`src/rtl/rr_arbiter_hold.sv`:
```
// Round-robin arbiter with per-owner hold budget.
// A grant persists until the owner drops its request or the hold budget expires.
module rr_arbiter_hold #(
    parameter int unsigned N        = 4,
    parameter int unsigned MAX_HOLD = 4
) (
    input  logic                 clk,
    input  logic                 reset,
    input  logic [N-1:0]         req,
    output logic [N-1:0]         gnt,
    output logic [$clog2(N)-1:0] gnt_bin,
    output logic                 gnt_valid,
    output logic                 timeout
);

    localparam int unsigned N_W     = $clog2(N);
    localparam int unsigned CNT_W   = (MAX_HOLD == 0) ? 1 : $clog2(MAX_HOLD + 1);
    localparam bit          HOLD_EN = (MAX_HOLD != 0);
    localparam logic [CNT_W-1:0] HOLD_LAST = CNT_W'(HOLD_EN ? (MAX_HOLD - 1) : 0);

    typedef enum logic [0:0] {
        S_IDLE = 1'b0,
        S_BUSY = 1'b1
    } state_t;

    state_t             r_state;
    logic [N-1:0]       r_gnt;
    logic [N_W-1:0]     r_gnt_bin;
    logic               r_gnt_valid;
    logic               r_timeout;
    logic [CNT_W-1:0]   r_hold_cnt;
    logic [N_W-1:0]     r_ptr;

    state_t             w_state_nxt;
    logic [N-1:0]       w_gnt_nxt;
    logic [N_W-1:0]     w_gnt_bin_nxt;
    logic               w_gnt_valid_nxt;
    logic               w_timeout_nxt;
    logic [CNT_W-1:0]   w_hold_cnt_nxt;
    logic [N_W-1:0]     w_ptr_nxt;

    logic [N_W-1:0]     w_owner_next;
    logic [N_W-1:0]     w_search_ptr;
    logic [N-1:0]       w_mask;
    logic [N-1:0]       w_masked;
    logic               w_any;
    logic [N_W-1:0]     w_win_idx;
    logic [N-1:0]       w_win_onehot;
    logic               w_owner_req;
    logic               w_expire;
    logic               w_release;

    function automatic logic [N_W-1:0] lowest_idx(input logic [N-1:0] v);
        logic [N_W-1:0] idx;
        idx = '0;
        for (int i = N - 1; i >= 0; i--) begin
            if (v[i]) idx = N_W'(i);
        end
        return idx;
    endfunction

    // Priority starts just past the owner when re-arbitrating, else at ptr.
    assign w_owner_next = (r_gnt_bin == N_W'(N - 1)) ? '0 : r_gnt_bin + N_W'(1);
    assign w_search_ptr = (r_state == S_BUSY) ? w_owner_next : r_ptr;

    // Masked search first; fall back to the unmasked vector to wrap around.
    always_comb begin
        w_mask = '0;
        for (int i = 0; i < N; i++) begin
            w_mask[i] = (N_W'(i) >= w_search_ptr);
        end
        w_masked     = req & w_mask;
        w_any        = |req;
        w_win_idx    = (|w_masked) ? lowest_idx(w_masked) : lowest_idx(req);
        w_win_onehot = N'(1) << w_win_idx;
    end

    assign w_owner_req = req[r_gnt_bin];
    assign w_expire    = HOLD_EN && (r_hold_cnt == HOLD_LAST) && w_owner_req;
    assign w_release   = !w_owner_req || w_expire;

    always_ff @(posedge clk) begin
        if (reset) begin
            r_state     <= S_IDLE;
            r_gnt       <= '0;
            r_gnt_bin   <= '0;
            r_gnt_valid <= 1'b0;
            r_timeout   <= 1'b0;
            r_hold_cnt  <= '0;
            r_ptr       <= '0;
        end else begin
            r_state     <= w_state_nxt;
            r_gnt       <= w_gnt_nxt;
            r_gnt_bin   <= w_gnt_bin_nxt;
            r_gnt_valid <= w_gnt_valid_nxt;
            r_timeout   <= w_timeout_nxt;
            r_hold_cnt  <= w_hold_cnt_nxt;
            r_ptr       <= w_ptr_nxt;
        end
    end

    always_comb begin
        w_state_nxt     = r_state;
        w_gnt_nxt       = r_gnt;
        w_gnt_bin_nxt   = r_gnt_bin;
        w_gnt_valid_nxt = r_gnt_valid;
        w_timeout_nxt   = 1'b0;
        w_hold_cnt_nxt  = r_hold_cnt;
        w_ptr_nxt       = r_ptr;

        case (r_state)
            S_IDLE: begin
                if (w_any) begin
                    w_gnt_nxt       = w_win_onehot;
                    w_gnt_bin_nxt   = w_win_idx;
                    w_gnt_valid_nxt = 1'b1;
                    w_hold_cnt_nxt  = '0;
                    w_state_nxt     = S_BUSY;
                end
            end
            S_BUSY: begin
                if (w_release) begin
                    w_ptr_nxt     = w_owner_next;
                    w_timeout_nxt = w_expire;
                    // Hand straight to the next winner so there is no idle bubble.
                    if (w_any) begin
                        w_gnt_nxt       = w_win_onehot;
                        w_gnt_bin_nxt   = w_win_idx;
                        w_gnt_valid_nxt = 1'b1;
                        w_hold_cnt_nxt  = '0;
                    end else begin
                        w_gnt_nxt       = '0;
                        w_gnt_bin_nxt   = '0;
                        w_gnt_valid_nxt = 1'b0;
                        w_hold_cnt_nxt  = '0;
                        w_state_nxt     = S_IDLE;
                    end
                end else if (r_hold_cnt != '1) begin
                    w_hold_cnt_nxt = r_hold_cnt + CNT_W'(1);
                end
            end
            default: begin
                w_state_nxt     = S_IDLE;
                w_gnt_nxt       = '0;
                w_gnt_bin_nxt   = '0;
                w_gnt_valid_nxt = 1'b0;
            end
        endcase
    end

    assign gnt       = r_gnt;
    assign gnt_bin   = r_gnt_bin;
    assign gnt_valid = r_gnt_valid;
    assign timeout   = r_timeout;

    // Structural invariants of the grant outputs.
    a_onehot: assert property (@(posedge clk) disable iff (reset) $onehot0(r_gnt));
    a_valid:  assert property (@(posedge clk) disable iff (reset) r_gnt_valid == (|r_gnt));
    a_bin:    assert property (@(posedge clk) disable iff (reset)
                               r_gnt == (r_gnt_valid ? (N'(1) << r_gnt_bin) : N'(0)));

endmodule
```
`config.mk`:
```
export PLATFORM = sky130hd
export DESIGN_NAME = rr_arbiter_hold
export DESIGN_NICKNAME = d
export VERILOG_FILES = /design/src/rtl/rr_arbiter_hold.sv
export SDC_FILE = /design/constraint.sdc
export NUM_CORES = 1
export LEC_CHECK = 0
export ABC_AREA = 1
export CAP_MARGIN = 5
export CORE_MARGIN = 4
export CORE_UTILIZATION = 45
export CTS_CLUSTER_DIAMETER = 150
export DETAILED_ROUTE_END_ITERATION = 10
export PLACE_DENSITY = 0.71
export SKIP_CTS_REPAIR_TIMING = 1
export SLEW_MARGIN = 10
export SYNTH_ARGS = -nofsm -noshare
export SYNTH_HDL_FRONTEND = slang
export SYNTH_SLANG_ARGS = --single-unit
```
`constraint.sdc`:
```
create_clock -name clk -period 1.27 [get_ports clk]
set_input_delay 0.254 -clock clk [delete_from_list [all_inputs] [get_ports clk]]
set_output_delay 0.254 -clock clk [all_outputs]
set_load 0.01 [all_outputs]
```
Word level (Yosys, flattened, before mapping)
Cells that the tools add are included.
{"block": "word_totals", "register_bits": 14, "latch_bits": 0, "ram_bits": 0, "rom_bits": 0, "inputBits": 6, "word_cells": 64, "memories": 0}
{"block": "classes", "add_sub_neg": 2, "n_mul": 0, "div": 0, "n_lt_le_gt_ge": 5, "n_eq_ne": 6, "n_shift": 1, "muxes": 31, "bitwise_logic": 3, "reduce_logical": 9}
{"cell": "$mux 2", "count": 14}
{"cell": "$mux 4", "count": 3}
{"cell": "$mux 3", "count": 3}
{"cell": "$pmux 4 s2", "count": 1}
{"cell": "$reduce_or 4->1", "count": 2}
{"cell": "$pmux 3 s2", "count": 1}
{"cell": "$reduce_and 2->1", "count": 3}
{"cell": "$mux 1", "count": 5}
{"cell": "$and 4x4->4", "count": 1}
{"cell": "$ge 1x2->1 const A", "count": 2}
{"cell": "$ge 2x2->1 const A", "count": 2}
{"cell": "$pmux 1 s2", "count": 2}
{"cell": "$pmux 2 s2", "count": 1}
{"cell": "$shl 1x2->4 const A", "count": 1}
{"cell": "$add 3x1->3 const B", "count": 1}
{"cell": "$eq 3x2->1 const B", "count": 1}
{"cell": "$lt 2x3->1 const B", "count": 1}
{"cell": "$ne 3x1->1 const B", "count": 1}
{"cell": "$ne 3x3->1 const B", "count": 1}
{"cell": "$reduce_or 3->1", "count": 1}
{"cell": "$add 2x1->2 const B", "count": 1}
{"cell": "$bmux 1 s2", "count": 1}
{"cell": "$eq 2x2->1 const B", "count": 1}
{"cell": "$ne 2x1->1 const B", "count": 1}
{"cell": "5 further kinds", "count": 6}

Logic depth before layout (Yosys ltp)
{"block": "depth", "ltp_word": 14, "depth_mapped": 12, "depth_no_buf": 12}

Worst setup path after synthesis
OpenSTA, ideal clock, no wires.
{"block": "synth_timing", "path_kind": "register to register", "start": "register r_gnt_bin[0], in the netlist gnt_bin[0]", "end": "register r_gnt[2], in the netlist gnt[2]", "setup_time_ps": 59, "t_arrival_ps": 1361, "required_time_ps": 1211, "slack_ps": -149, "stages_incl_launch_ff": 11, "synth_period_minus_slack_ps": 1419, "cell_sequence": "dfxtp_1 -> ha_1 -> nor2_1 -> nand2_1 -> nand2_1 -> nor2_1 -> o21ai_0 -> nand2_1 -> nor2_2 -> nand3_1 -> nand2_1"}
{"block": "synth_between", "elab_chain_cells": 14, "word_cells_on_any_way": 27, "classes_between": "add/sub (1); order compare (4); eq/ne (2); shift (1); mux (13); bitwise (1); reduce/logical (5)"}
{"element": "from (decl)", "line_no": "28", "source": "logic [N_W-1:0] r_gnt_bin;"}
{"element": "from (signal assigned)", "line_no": "94", "source": "r_gnt_bin <= w_gnt_bin_nxt;"}
{"element": "$add 2x1->2 or $eq 2x2->1 (tied branches)", "line_no": "63", "source": "assign w_owner_next = (r_gnt_bin == N_W'(N - 1)) ? '0 : r_gnt_bin + N_W'(1);"}
{"element": "$mux 2", "line_no": "63"}
{"element": "$mux 2", "line_no": "64", "source": "assign w_search_ptr = (r_state == S_BUSY) ? w_owner_next : r_ptr;"}
{"element": "$ge 2x2->1", "line_no": "70", "source": "w_mask[i] = (N_W'(i) >= w_search_ptr);"}
{"element": "$and 4x4->4", "line_no": "72", "source": "w_masked = req & w_mask;"}
{"element": "$mux 2 (4 in series)", "line_no": "57", "source": "if (v[i]) idx = N_W'(i);"}
{"element": "$mux 2", "line_no": "74", "source": "w_win_idx = (|w_masked) ? lowest_idx(w_masked) : lowest_idx(req);"}
{"element": "$shl 1x2->4", "line_no": "75", "source": "w_win_onehot = N'(1) << w_win_idx;"}
{"element": "$mux 4", "line_no": "126", "source": "if (w_any) begin"}
{"element": "$mux 4", "line_no": "122", "source": "if (w_release) begin"}
{"element": "$pmux 4 s2", "line_no": "111", "source": "case (r_state)"}
{"element": "to (signal assigned)", "line_no": "93", "source": "r_gnt <= w_gnt_nxt;"}
{"element": "to (decl)", "line_no": "27", "source": "logic [N-1:0] r_gnt;"}
Several ways; a longest one is shown, not always the timed one. The select of a mux whose other input is x is not followed.
A chain may end at the register's enable or synchronous reset.

Worst setup path in the final report
{"block": "layout_timing", "start": "register r_gnt_bin[0], in the netlist gnt_bin[0]", "end": "register r_gnt[3], in the netlist gnt[3]"}
{"block": "layout_between", "elab_chain_cells": 14, "word_cells_on_any_way": 27, "classes_between": "add/sub (1); order compare (4); eq/ne (2); shift (1); mux (13); bitwise (1); reduce/logical (5)"}
{"element": "$add 2x1->2 or $eq 2x2->1 (tied branches)", "line_no": "63"}
{"element": "$mux 2 *", "line_no": "63"}
{"element": "named net w_owner_next[1]", "line_no": "42", "source": "logic [N_W-1:0] w_owner_next;"}
{"element": "$mux 2 *", "line_no": "64"}
{"element": "$ge 2x2->1", "line_no": "70"}
{"element": "$and 4x4->4 *", "line_no": "72"}
{"element": "$mux 2 (4 in series)", "line_no": "57"}
{"element": "$mux 2 *", "line_no": "74"}
{"element": "$shl 1x2->4 *", "line_no": "75"}
{"element": "$mux 4", "line_no": "126"}
{"element": "$mux 4", "line_no": "122"}
{"element": "$pmux 4 s2 *", "line_no": "111"}
Mark *: on every way through the listed nets, which the timed path passes. The rest lies on a longest branch. The select of a mux whose other input is x is not followed.

==> summary.txt <==
Status
  – Outcome: finished with violations
  – Violated checks: negative setup slack

CTS
  – Clock Root Buffer: clkbuf_4
  – H-tree levels: 1
  – CTS max path bufs: 2
  – Clk pin slew, worst setup/hold paths: around 0.090 ns
  – Total CTS buffers: 3
  – # clock sinks: 14
  – Worst-Skew Late Latency: 0.29 ns
  – CTS tree: done

Place
  – Placed cell area: ~0.0011 mm^2
  – Detailed placement HPWL: 1470 um
  – Cells after DPL: 160
  – RePlAce Congestion: 0.831
  – PortBufs: 13
  – Pre-CTS setup slack: -0.502 ns

Final layout
  – Area delta synth->final: 72.1%
  – Nets: about 160
  – Layout cell share with drive strength beyond 1: 0.480
  – Ant diodes: 0
  – Layout Cell Area excl Fill: 0.00133 mm^2
  – Final std cells w/o fill: approximately 170

Timing
  – Max-slew violations: 0
  – F_max: roughly 670 MHz
  – Final worst setup slack: -0.214 ns
  – Hold Fails Final Rpt: 0
  – Final setup vio count: 10
  – Max_slew headroom: 0.796
  – Setup Skew: 0.000537 ns
  – Aggregate negative setup slack: -1.58 ns
  – RSZ-0062 raised after global routing: true
  – Final worst path period share: 1.17
  – Crit path time final: around 1.5 ns
  – Worst-margin pin slew: around 0.3 ns

Floorplanning
  – Die width: between 40 and 50 um
  – Core area: about 0.0016 mm^2
  – Number of top-level pins: 14
  – Core Rows: 14
  – Die height: roughly 50 um
  – Die Area: 0.00244 mm^2
  – Initial Util: 0.494

Global routing
  – First-pass GRT wire length: just over 3000 um
  – Pin count of the biggest net entering global routing: 9
  – GR Util All Layers: 0.164
  – Vias in the first global route: 769
  – Initial antenna violation count: 0
  – Remaining global-route overflow: 0

Critical path
  – Worst setup EP type: flip-flop
  – Critical path origin: gnt_bin[0]
  – CP arrival: approximately 1.7 ns
  – CP startpoint kind: flip-flop
  – Crit path max fanout: 4
  – Setup CP Type: flip-flop to flip-flop
  – Register-to-register setup slack: -0.21 ns
  – CP required: 1.52 ns
  – Reg2Reg Depth: 11
  – Reg-to-Reg End: gnt[3]
  – Crit Reg-Reg Startpoint: gnt_bin[0]

Pwr
  – Psw: around 0.53 mW
  – Total power: 1.49 mW
  – Cell Pwr Density: 1120 mW/mm^2
  – Logic pwr share: 0.412
  – Worst VDD drop: roughly 0.95 mV
  – LEAKAGE: between 0.7 and 0.8 nW
  – Clock power share: 0.228
  – Switching Fraction: 0.358
  – Power Internal: roughly 0.96 mW
  – Sequential share of power: 0.360

Route
  – Drc violations: 0
  – Starting DRT DRC Count: 24
  – Vias per cell: 5.20
  – Routed wire per std cell: 13.4 um
  – Vias: 873
  – Post-route ant nets: 0
  – Pre-antenna DRT Iters: 4
  – Wirelength, routed: ~2200 um

Logic synthesis
  – Average size of a mapped cell: 6.76 um^2
  – Number of synthesized flops with an enable pin: 0
  – Synthesis-stage register bit count: 14
  – Main flop type after synthesis: dfxtp_1
  – Synth cell types: 20
  – Post-Syn Area: approximately 770 um^2
  – Fraction of registers with async set or reset after synthesis: 0
  – Net count after synthesis: around 120
  – Register area share after synthesis: 0.364
  – Post-Syn Instances: between 100 and 150
  – Ys Warns: 0

Job
  – Max-cap violation count: 0

Worst hold path
  – Min-Delay Path Class: flip-flop to flip-flop
  – Endpoint, Worst Hold: r_ptr[0]
  – Hold_sp: r_ptr[0]
  – Hold path cells: 2
-- cell usage after synthesis, types with 2 or more instances --
cell | count | share of area
nor2_1 | 9 | 0.044
dfxtp_1 | 14 | 0.36
o21ai_0 | 4 | 0.026
nand3_1 | 10 | 0.065
a21oi_1 | 7 | 0.045
nand2_2 | 2 | 0.016
ha_1 | 4 | 0.065
inv_1 | 13 | 0.063
nand2_1 | 34 | 0.17
inv_2 | 2 | 0.0097
nand2_4 | 2 | 0.029
nor2_2 | 2 | 0.016
o21ai_1 | 4 | 0.026
-- metal layers --
layer	global-route usage	wire [um]	vias up
li1	-	-	440
met1	0.194	1010	412
met2	0.266	1120	14
met3	0.0550	62	7
met4	0.0783	56	0
met5	0	0	-
-- power groups by stage --
stage          registers, mW  logic, mW  clock network [mW]
2_1_floorplan          0.558      0.223                   0
3_3_place_gp           0.542      0.446                   0
3_5_place_dp           0.544      0.450                   0
4_1_cts                0.534      0.454               0.332
5_1_grt                0.544      0.669               0.362
6_report               0.536      0.612               0.339
-- cell type report --
| type | count | area, um^2 |
|---|---|---|
| clock buffer | 4 | 36.3 |
| tap | 16 | 20.0 |
| multi-input combinational | 83 | 591 |
| timing repair buffer | 34 | 320 |
| sequential | 14 | 288 |
| inverter | 17 | 71.3 |
| fill | 98 | 233 |
-- sequential cells by signal, indices dropped and copies added, names as in the netlist --
register / count
timeout: 1
r_hold_cnt: 3
r_state: 1
gnt_valid: 1
gnt_bin: 2
gnt: 4
r_ptr: 2
-- stage by stage --
| step | hold slack (ns) | util |
|---|---|---|
| floorplan | 0.323 | - |
| global placement | 0.438 | 0.705 |
| detailed placement | 0.439 | 0.705 |
| CTS | 0.456 | 0.729 |
| global route | 0.472 | 0.851 |
| finish | 0.456 | 0.851 |
-- critical path, stage by stage, from the launching register on --
cell	delay, ns
dfxtp_4	0.38
ha_4	0.28
nand2_4	0.05
nand2_4	0.09
nand2_2	0.06
nand2_2	0.10
nand2_2	0.08
nor2_4	0.14
inv_2	0.06
nand2_4	0.07
nand3_2	0.07
nand2_1	0.07
-- cell families (layout without fill, tap and decap cells) --
family | after synthesis | count (layout) | synth area share
compound gates | 15 | 15 | 0.0974
buf+inv | 17 | 55 | 0.0893
simple gates | 64 | 64 | 0.385
fa+ha+maj | 4 | 4 | 0.0649
flops | 14 | 14 | 0.364
-- how the worst max path moves through the flow --
stage                               end  slack (ns)  cells past startpoint
after floorplan                  gnt[2]       -0.05                     10
after global placement    r_hold_cnt[2]       -0.51                     10
after detailed placement  r_hold_cnt[2]       -0.50                     10
after CTS                    gnt_bin[1]       -0.27                      2
after global routing             gnt[3]       -0.31                     12
final                            gnt[3]       -0.21                     11
-- layout by cell type (no fill, tap or decap), drive strengths merged --
| cell type | count |
|---|---|
| ha | 4 |
| nand3 | 10 |
| clkinv | 1 |
| dfxtp | 14 |
| o21ai | 8 |
| buf | 21 |
| nor2 | 11 |
| nand2b | 1 |
| nand2 | 38 |
| inv | 16 |
| nor4 | 2 |
| dlymetal6s2s | 10 |
| nand4 | 1 |
| clkdlybuf4s50 | 3 |
| clkbuf | 4 |
| a21oi | 7 |
| or2 | 1 |
Power figures use the tool's default switching activity.
